==> src/rtl/pipe_pkg.sv <==
// Shared types for the inter-stage pipeline registers: stage occupancy encoding,
// the default control width and the bit positions of each control enable.
package pipe_pkg;

    typedef enum logic [1:0] {
        EMPTY = 2'd0,
        ONE   = 2'd1,
        TWO   = 2'd2
    } state_e;

    localparam int CTRL_W_DEF = 7;

    localparam int CTRL_WB_EN   = 0;
    localparam int CTRL_MEM_R   = 1;
    localparam int CTRL_MEM_W   = 2;
    localparam int CTRL_BRANCH  = 3;
    localparam int CTRL_JUMP    = 4;
    localparam int CTRL_ALU_IMM = 5;
    localparam int CTRL_RF_RD   = 6;

endpackage

==> src/rtl/pipe_skid_stage.sv <==
// Elastic pipeline register with a 2-entry skid buffer: 1-cycle latency, full throughput.
// in_ready decodes registered state only, so downstream stalls never form a combinational path upstream.
module pipe_skid_stage
    import pipe_pkg::*;
#(
    parameter int DATA_W     = 32*4 + 5*3,
    parameter int CTRL_W     = CTRL_W_DEF,
    parameter int CLEAR_DATA = 0
) (
    input  logic              clk,
    input  logic              rst,
    input  logic              flush,
    input  logic              in_valid,
    output logic              in_ready,
    input  logic [DATA_W-1:0] in_data,
    input  logic [CTRL_W-1:0] in_ctrl,
    output logic              out_valid,
    input  logic              out_ready,
    output logic [DATA_W-1:0] out_data,
    output logic [CTRL_W-1:0] out_ctrl
);

    localparam int ENT_W = CTRL_W + DATA_W;

    state_e             state_q, state_d;
    logic [ENT_W-1:0]   main_q, main_d;
    logic [ENT_W-1:0]   skid_q, skid_d;
    logic [ENT_W-1:0]   in_ent;
    logic               in_fire;

    assign in_ent  = {in_ctrl, in_data};
    assign in_fire = in_valid && in_ready;

    always_comb begin
        state_d = state_q;
        main_d  = main_q;
        skid_d  = skid_q;
        unique case (state_q)
            EMPTY: begin
                if (in_fire) begin
                    state_d = ONE;
                    main_d  = in_ent;
                end
            end
            ONE: begin
                if (in_fire && out_ready) begin
                    main_d = in_ent;
                end else if (in_fire) begin
                    state_d = TWO;
                    skid_d  = in_ent;
                end else if (out_ready) begin
                    state_d = EMPTY;
                end
            end
            TWO: begin
                if (out_ready) begin
                    state_d = ONE;
                    main_d  = skid_q;
                end
            end
            default: state_d = EMPTY;
        endcase
        // A flushed input must not overwrite the payload still shown on out_data.
        if (flush) begin
            state_d = EMPTY;
            main_d  = main_q;
            skid_d  = skid_q;
        end
    end

    always_ff @(posedge clk) begin
        if (rst) begin
            state_q <= EMPTY;
            main_q  <= '0;
            skid_q  <= '0;
        end else begin
            state_q <= state_d;
            main_q  <= main_d;
            skid_q  <= skid_d;
        end
    end

    assign in_ready  = (state_q != TWO);
    assign out_valid = (state_q != EMPTY);
    assign out_ctrl  = out_valid ? main_q[ENT_W-1:DATA_W] : '0;
    assign out_data  = ((CLEAR_DATA != 0) && !out_valid) ? '0 : main_q[DATA_W-1:0];

endmodule

==> config.mk <==
export PLATFORM = sky130hd
export DESIGN_NAME = pipe_skid_stage
export DESIGN_NICKNAME = d
export VERILOG_FILES = /design/src/rtl/pipe_pkg.sv /design/src/rtl/pipe_skid_stage.sv
export SDC_FILE = /design/constraint.sdc
export NUM_CORES = 1
export LEC_CHECK = 0
export CORE_ASPECT_RATIO = 0.9
export CORE_UTILIZATION = 52
export CTS_CLUSTER_DIAMETER = 60
export DETAILED_ROUTE_END_ITERATION = 8
export GPL_ROUTABILITY_DRIVEN = 0
export MAX_ROUTING_LAYER = met4
export PLACE_DENSITY = 0.81
export SYNTH_ARGS = -nofsm -noshare
export SYNTH_HDL_FRONTEND = slang
export SYNTH_SLANG_ARGS = --single-unit
==> constraint.sdc <==
create_clock -name clk -period 1.8 [get_ports clk]
set_input_delay 0.27 -clock clk [delete_from_list [all_inputs] [get_ports clk]]
set_output_delay 0.27 -clock clk [all_outputs]
set_load 0.03 [all_outputs]
Yosys cells after proc, flatten, opt, wreduce, memory -nomap -nowiden --
Index checks and enable logic that the tools add are counted. W data, S select, Z words.
Word-level totals: bits in registers 302, latch bits 0, RAM bits 0, bits in read-only memories 0, bits of input ports 155, output and inout port bits 152, memories 0
Cells by class: add/subtract/negate cells 0, multipliers 0, divide/modulo/power cells 0, order comparisons 0, eq/ne operators 8, shifts and indexed selects 0, mux-type cells 11, bitwise gates (word level) 2, reductions and logical operators 9
Operators with widths (number):
- $mux W150 | 3
- $pmux W150 S3 | 1
- $mux W2 | 5
- $ne A2 B2 Y1 const B | 5
- $reduce_and A4 Y1 | 2
- $mux W7 | 1
- $pmux W2 S3 | 1
- $reduce_and A5 Y1 | 1
- $ne A3 B3 Y1 const B | 1
- $reduce_bool A3 Y1 | 1
- $eq A2 B1 Y1 const B | 1
- $eq A2 B2 Y1 const B | 1
- $logic_and A1 B1 Y1 | 2
- $logic_not A2 Y1 | 1
- $not A1 Y1 | 2
- $reduce_bool A2 Y1 | 1
- $reduce_or A2 Y1 | 1

Logic depth before layout (Yosys ltp) --
depth in word-level cells 5, mapped depth 7, mapped depth without buffers 4

Least setup slack after synthesis --
OpenSTA, ideal clock, no wires.
kind flip-flop to flip-flop, from register state_q[0], to register skid_q[49], data arrival time 1.384 ns, required time 1.668 ns, setup slack 0.284 ns, cell stages (with the launch flop) 8, cell sequence dfxtp_1 > nand2b_1 > or3_1 > clkbuf_1 > buf_4 > buf_6 > nand2_1 > a21oi_1
Between the ends: cells in the longest elaborated chain, start to end 5, elaborated cells on any way between the ends 6, classes of those cells eq/ne (2); bitwise (1); reduce/logical (3)
RTL lines:
- from (decl) | RTL line pipe_skid_stage.sv:25 | state_e state_q, state_d;
- from (signal assigned) | RTL line pipe_skid_stage.sv:77 | state_q <= state_d;
- $ne A2 B2 Y1 | RTL line pipe_skid_stage.sv:83 | assign in_ready = (state_q != TWO);
- $logic_and A1 B1 Y1 | RTL line pipe_skid_stage.sv:32 | assign in_fire = in_valid && in_ready;
- $logic_and A1 B1 Y1 | RTL line pipe_skid_stage.sv:46 | if (in_fire && out_ready) begin
- $not A1 Y1 (no source line)
- $reduce_and A4 Y1 (no source line) *
- to (signal assigned) | RTL line pipe_skid_stage.sv:79 | skid_q <= skid_d;
- to (decl) | RTL line pipe_skid_stage.sv:27 | logic [ENT_W-1:0] skid_q, skid_d;
Mark *: on every way between the ends. The rest lies on a longest branch, timed or not. A chain may end at the register's enable or synchronous reset.

Final worst setup path --
from register main_q[7], to output out_data[7]
RTL lines:
- from (decl) | RTL line pipe_skid_stage.sv:26 | logic [ENT_W-1:0] main_q, main_d;
- from (signal assigned) | RTL line pipe_skid_stage.sv:78 | main_q <= main_d;
- to (decl) | RTL line pipe_skid_stage.sv:19 | output logic [DATA_W-1:0] out_data,
No word-level cell between the ends.

==> impl_metrics.py <==
metrics = {
    "grt": {
        "overflow": 0,
        "first_global_vias": 11700,
        "grt_start_max_net_pins": 109,
        "antenna_found_initial": 4,
        "grt_pass1_wl_mm": 57.9,
        "grt_usage_pct": 25.4,
    },
    "floorplanning": {
        "core_region_area_um2": 27200,
        "die_area_um2": 28600,
        "ios": 307,
        "start_util_pct": 53.3,
        "num_rows": 57,
        "die_height_um": 160,
        "die_x_um": 178,
    },
    "detailed_routing": {
        "top_layer": "met4",
        "vias": 12100,
        "via_per_inst": 5.62,
        "wl_met3_mm": 2.29,
        "dr.pass1.iters": 6,
        "wirelength_mm": 36.6,
        "ant_nets": 0,
        "drc": 0,
        "drt_iter0_drc": 821,
        "wl_met1_mm": 15.4,
        "wl_met2_mm": 17.5,
        "wire_per_inst_um": 17.0,
    },
    "clock_tree": {
        "htree_levels": 2,
        "cts_tree": "yes",
        "clockRootBuffer": "clkbuf_16",
        "clock_path_buffers": 3,
        "numCtsBuffers": 34,
        "cts_sinks": 302,
        "clock_latency_ns": 0.49,
        "clk_pin_slew_ns": 0.06,
    },
    "layout": {
        "fin_util_pct": 66.6,
        "area_growth_pct": 25.1,
        "fillers": 2135,
        "fin_nets": 1931,
        "drive_above_1_share_pct": 7.45,
        "fin_area_um2": 18100,
    },
    "place": {
        "place_hpwl_mm": 23.2,
        "dp_slack_ns": -0.296,
        "place_area_um2": 17000,
        "io_buffers": 306,
    },
    "critical_path": {
        "critical_path_class": "reg2out",
        "slowest_stage": "clkdlybuf4s50_1",
        "cp_top_family": "buffers and inverters",
        "cp_num_buf_inv": 1,
        "startpoint_type": "flop",
        "cp-end-kind": "output port",
        "r2r_slack_ns": 0.07,
        "cp_max_fo": 2,
        "cp.arrival_ns": 1.49,
        "cp.required_ns": 1.53,
        "cp_cell_sequence": "clkdlybuf4s50_1",
        "critPathMaxStageDelay_ns": 0.67,
    },
    "logic_synthesis": {
        "netlist_instances": 1686,
        "ys_ff_latch": 302,
        "synth_seq_area_share_pct": 41.7,
        "ys_warn_count": 0,
        "synth_nets": 1841,
        "netlist_area_um2": 14500,
        "synth.distinct_cells": 24,
        "syn-mean-instance-area_um2": 8.61,
    },
    "pwr": {
        "peakVddDrop_mv": 0.652,
        "p_per_area_nw_per_um2": 865,
        "pwr-share-seq_pct": 44.6,
        "p_sw_mw": 3.95,
        "sw_frac_of_total_pct": 25.2,
        "p_int_mw": 11.8,
        "p_comb_share_pct": 12.7,
        "pwr-share-clk_pct": 42.7,
        "total_power_mw": 15.7,
        "leakagePower_nw": 8.54,
    },
    "sta": {
        "setup_slack_ns": 0.0361,
        "fmax_ghz": 0.567,
        "post-route-period-util_pct": 98.0,
        "tightest_slew_ns": 0.447,
        "finalHoldViolCount": 0,
        "skew_ns": 0.00712,
        "setup_viol": 0,
        "grt_setup_unrepaired": "true",
        "drv_slew": 0,
        "period_minus_slack_ns": 1.76,
        "maxSlewHeadroom_pct": 70.2,
        "tns_ns": 0,
    },
    "flow_run": {
        "maxCapViolCount": 0,
    },
    "status": {
        "status": "completed",
    },
    "worst_hold_path": {
        "min-delay-path-class": "in2reg",
    },
}
==> cells in the mapped netlist <==
cell / n / area, µm²
o41ai_2: 8 / 130
nor2_1: 1 / 3.75
nand2b_1: 3 / 18.8
buf_1: 8 / 30.0
nor2b_1: 158 / 988
and3b_1: 1 / 8.76
a21oi_1: 152 / 761
or3_1: 1 / 6.26
o41ai_1: 142 / 1240
mux2i_1: 150 / 1500
o21ai_1: 24 / 120
o21ai_0: 126 / 631
a2111oi_0: 1 / 8.76
o22a_1: 1 / 8.76
o21a_1: 1 / 7.51
nor3_2: 1 / 10.0
buf_4: 147 / 1100
inv_1: 1 / 3.75
buf_6: 17 / 191
clkbuf_1: 110 / 413
buf_2: 28 / 140
dfxtp_1: 302 / 6050
nand2_1: 302 / 1130
nor3_1: 1 / 5.00
==> final timing paths <==
path                            cells after the start         from          end
worst min-delay path                                2          rst   skid_q[25]
worst max register to register                      5   state_q[0]  main_q[103]
worst max-delay path                                1    main_q[7]  out_data[7]
worst min register to register                      2  skid_q[116]  skid_q[116]
==> power by group through the flow <==
stage | clock network (mW) | logic (mW) | registers (mW)
finish | 6.70 | 2.00 | 7.00
floorplan | 0 | 1.32 | 7.10
global placement | 0 | 2.01 | 7.14
global route | 7.10 | 2.13 | 7.02
detailed placement | 0 | 2.05 | 7.15
CTS | 6.83 | 2.00 | 7.00
==> placed cells by master (no fill, tap or decap), types with 2 or more instances in the layout <==
cell type        count
o21ai_0            126
clkbuf_1             8
clkdlybuf4s50_1    169
nand2b_1             2
clkinvlp_4           2
nand2_1            302
dfxtp_4              2
clkdlybuf4s15_2      6
clkbuf_16           37
o41ai_1            142
buf_4               28
buf_12              29
dfxtp_1            300
nor2b_1            158
clkbuf_8             4
dlygate4sd2_1       68
clkinv_2             6
diode_2              4
a21oi_1            151
mux2i_1            150
dlymetal6s2s_1      58
o41ai_2              8
buf_6                2
o21ai_1             24
==> logic make-up (layout without fill, tap and decap cells) <==
family	after synthesis	count (layout)	synth area share, %
and+or+nand+nor	468	468	15.0
AOI/OAI and AO/OA	455	455	20.1
buffers and inverters	311	423	13.0
DFF	302	302	41.7
muxes	150	150	10.3
other	0	4	0
==> layout make-up <==
cell class / instances / area [µm²] / share of cell area (%)
repair buffers: 364 / 3940 / 21.7
clock inverters: 10 / 83.8 / 0.462
clock buffers: 48 / 997 / 5.49
well taps: 354 / 443 / 2.44
multi-input cells: 1073 / 6620 / 36.5
flip-flops and latches: 302 / 6050 / 33.4
diodes: 4 / 10.0 / 0.0551
inverters: 1 / 3.75 / 0.0207
==> what timing repair did <==
| action | CTS | global route |
|---|---|---|
| setup endpoints to repair | 77 | 66 |
| gates resized for setup | 95 | 65 |
| hold buffers | 0 | 0 |
| setup buffers | 2 | 1 |
| pin swaps | 0 | 1 |
==> flip-flops by register name, indices dropped and copies added, names as in the netlist <==
name     cells
skid_q     150
main_q     150
state_q      2
==> stage by stage <==
step	hold slack (ns)	instances
final	0.184	2156
after global routing	0.191	2156
after CTS	0.169	2151
after detailed placement	0.446	2091
after global placement	0.440	2091
after floorplan	0.362	1686
==> worst reg2reg max path, cell delays in order, from the launching register on <==
cell,delay (ns)
dfxtp_4,0.38
and3b_1,0.21
a21oi_4,0.30
buf_12,0.38
o21ai_0,0.27
o41ai_1,0.09
==> routing by layer <==
layer	global-route usage, %	vias to the layer above
met3	4.85	87
met4	11.0	0
li1	-	5915
met5	-	-
met1	31.1	5745
met2	40.7	370
Note: power is estimated with default switching activity, not from simulation.
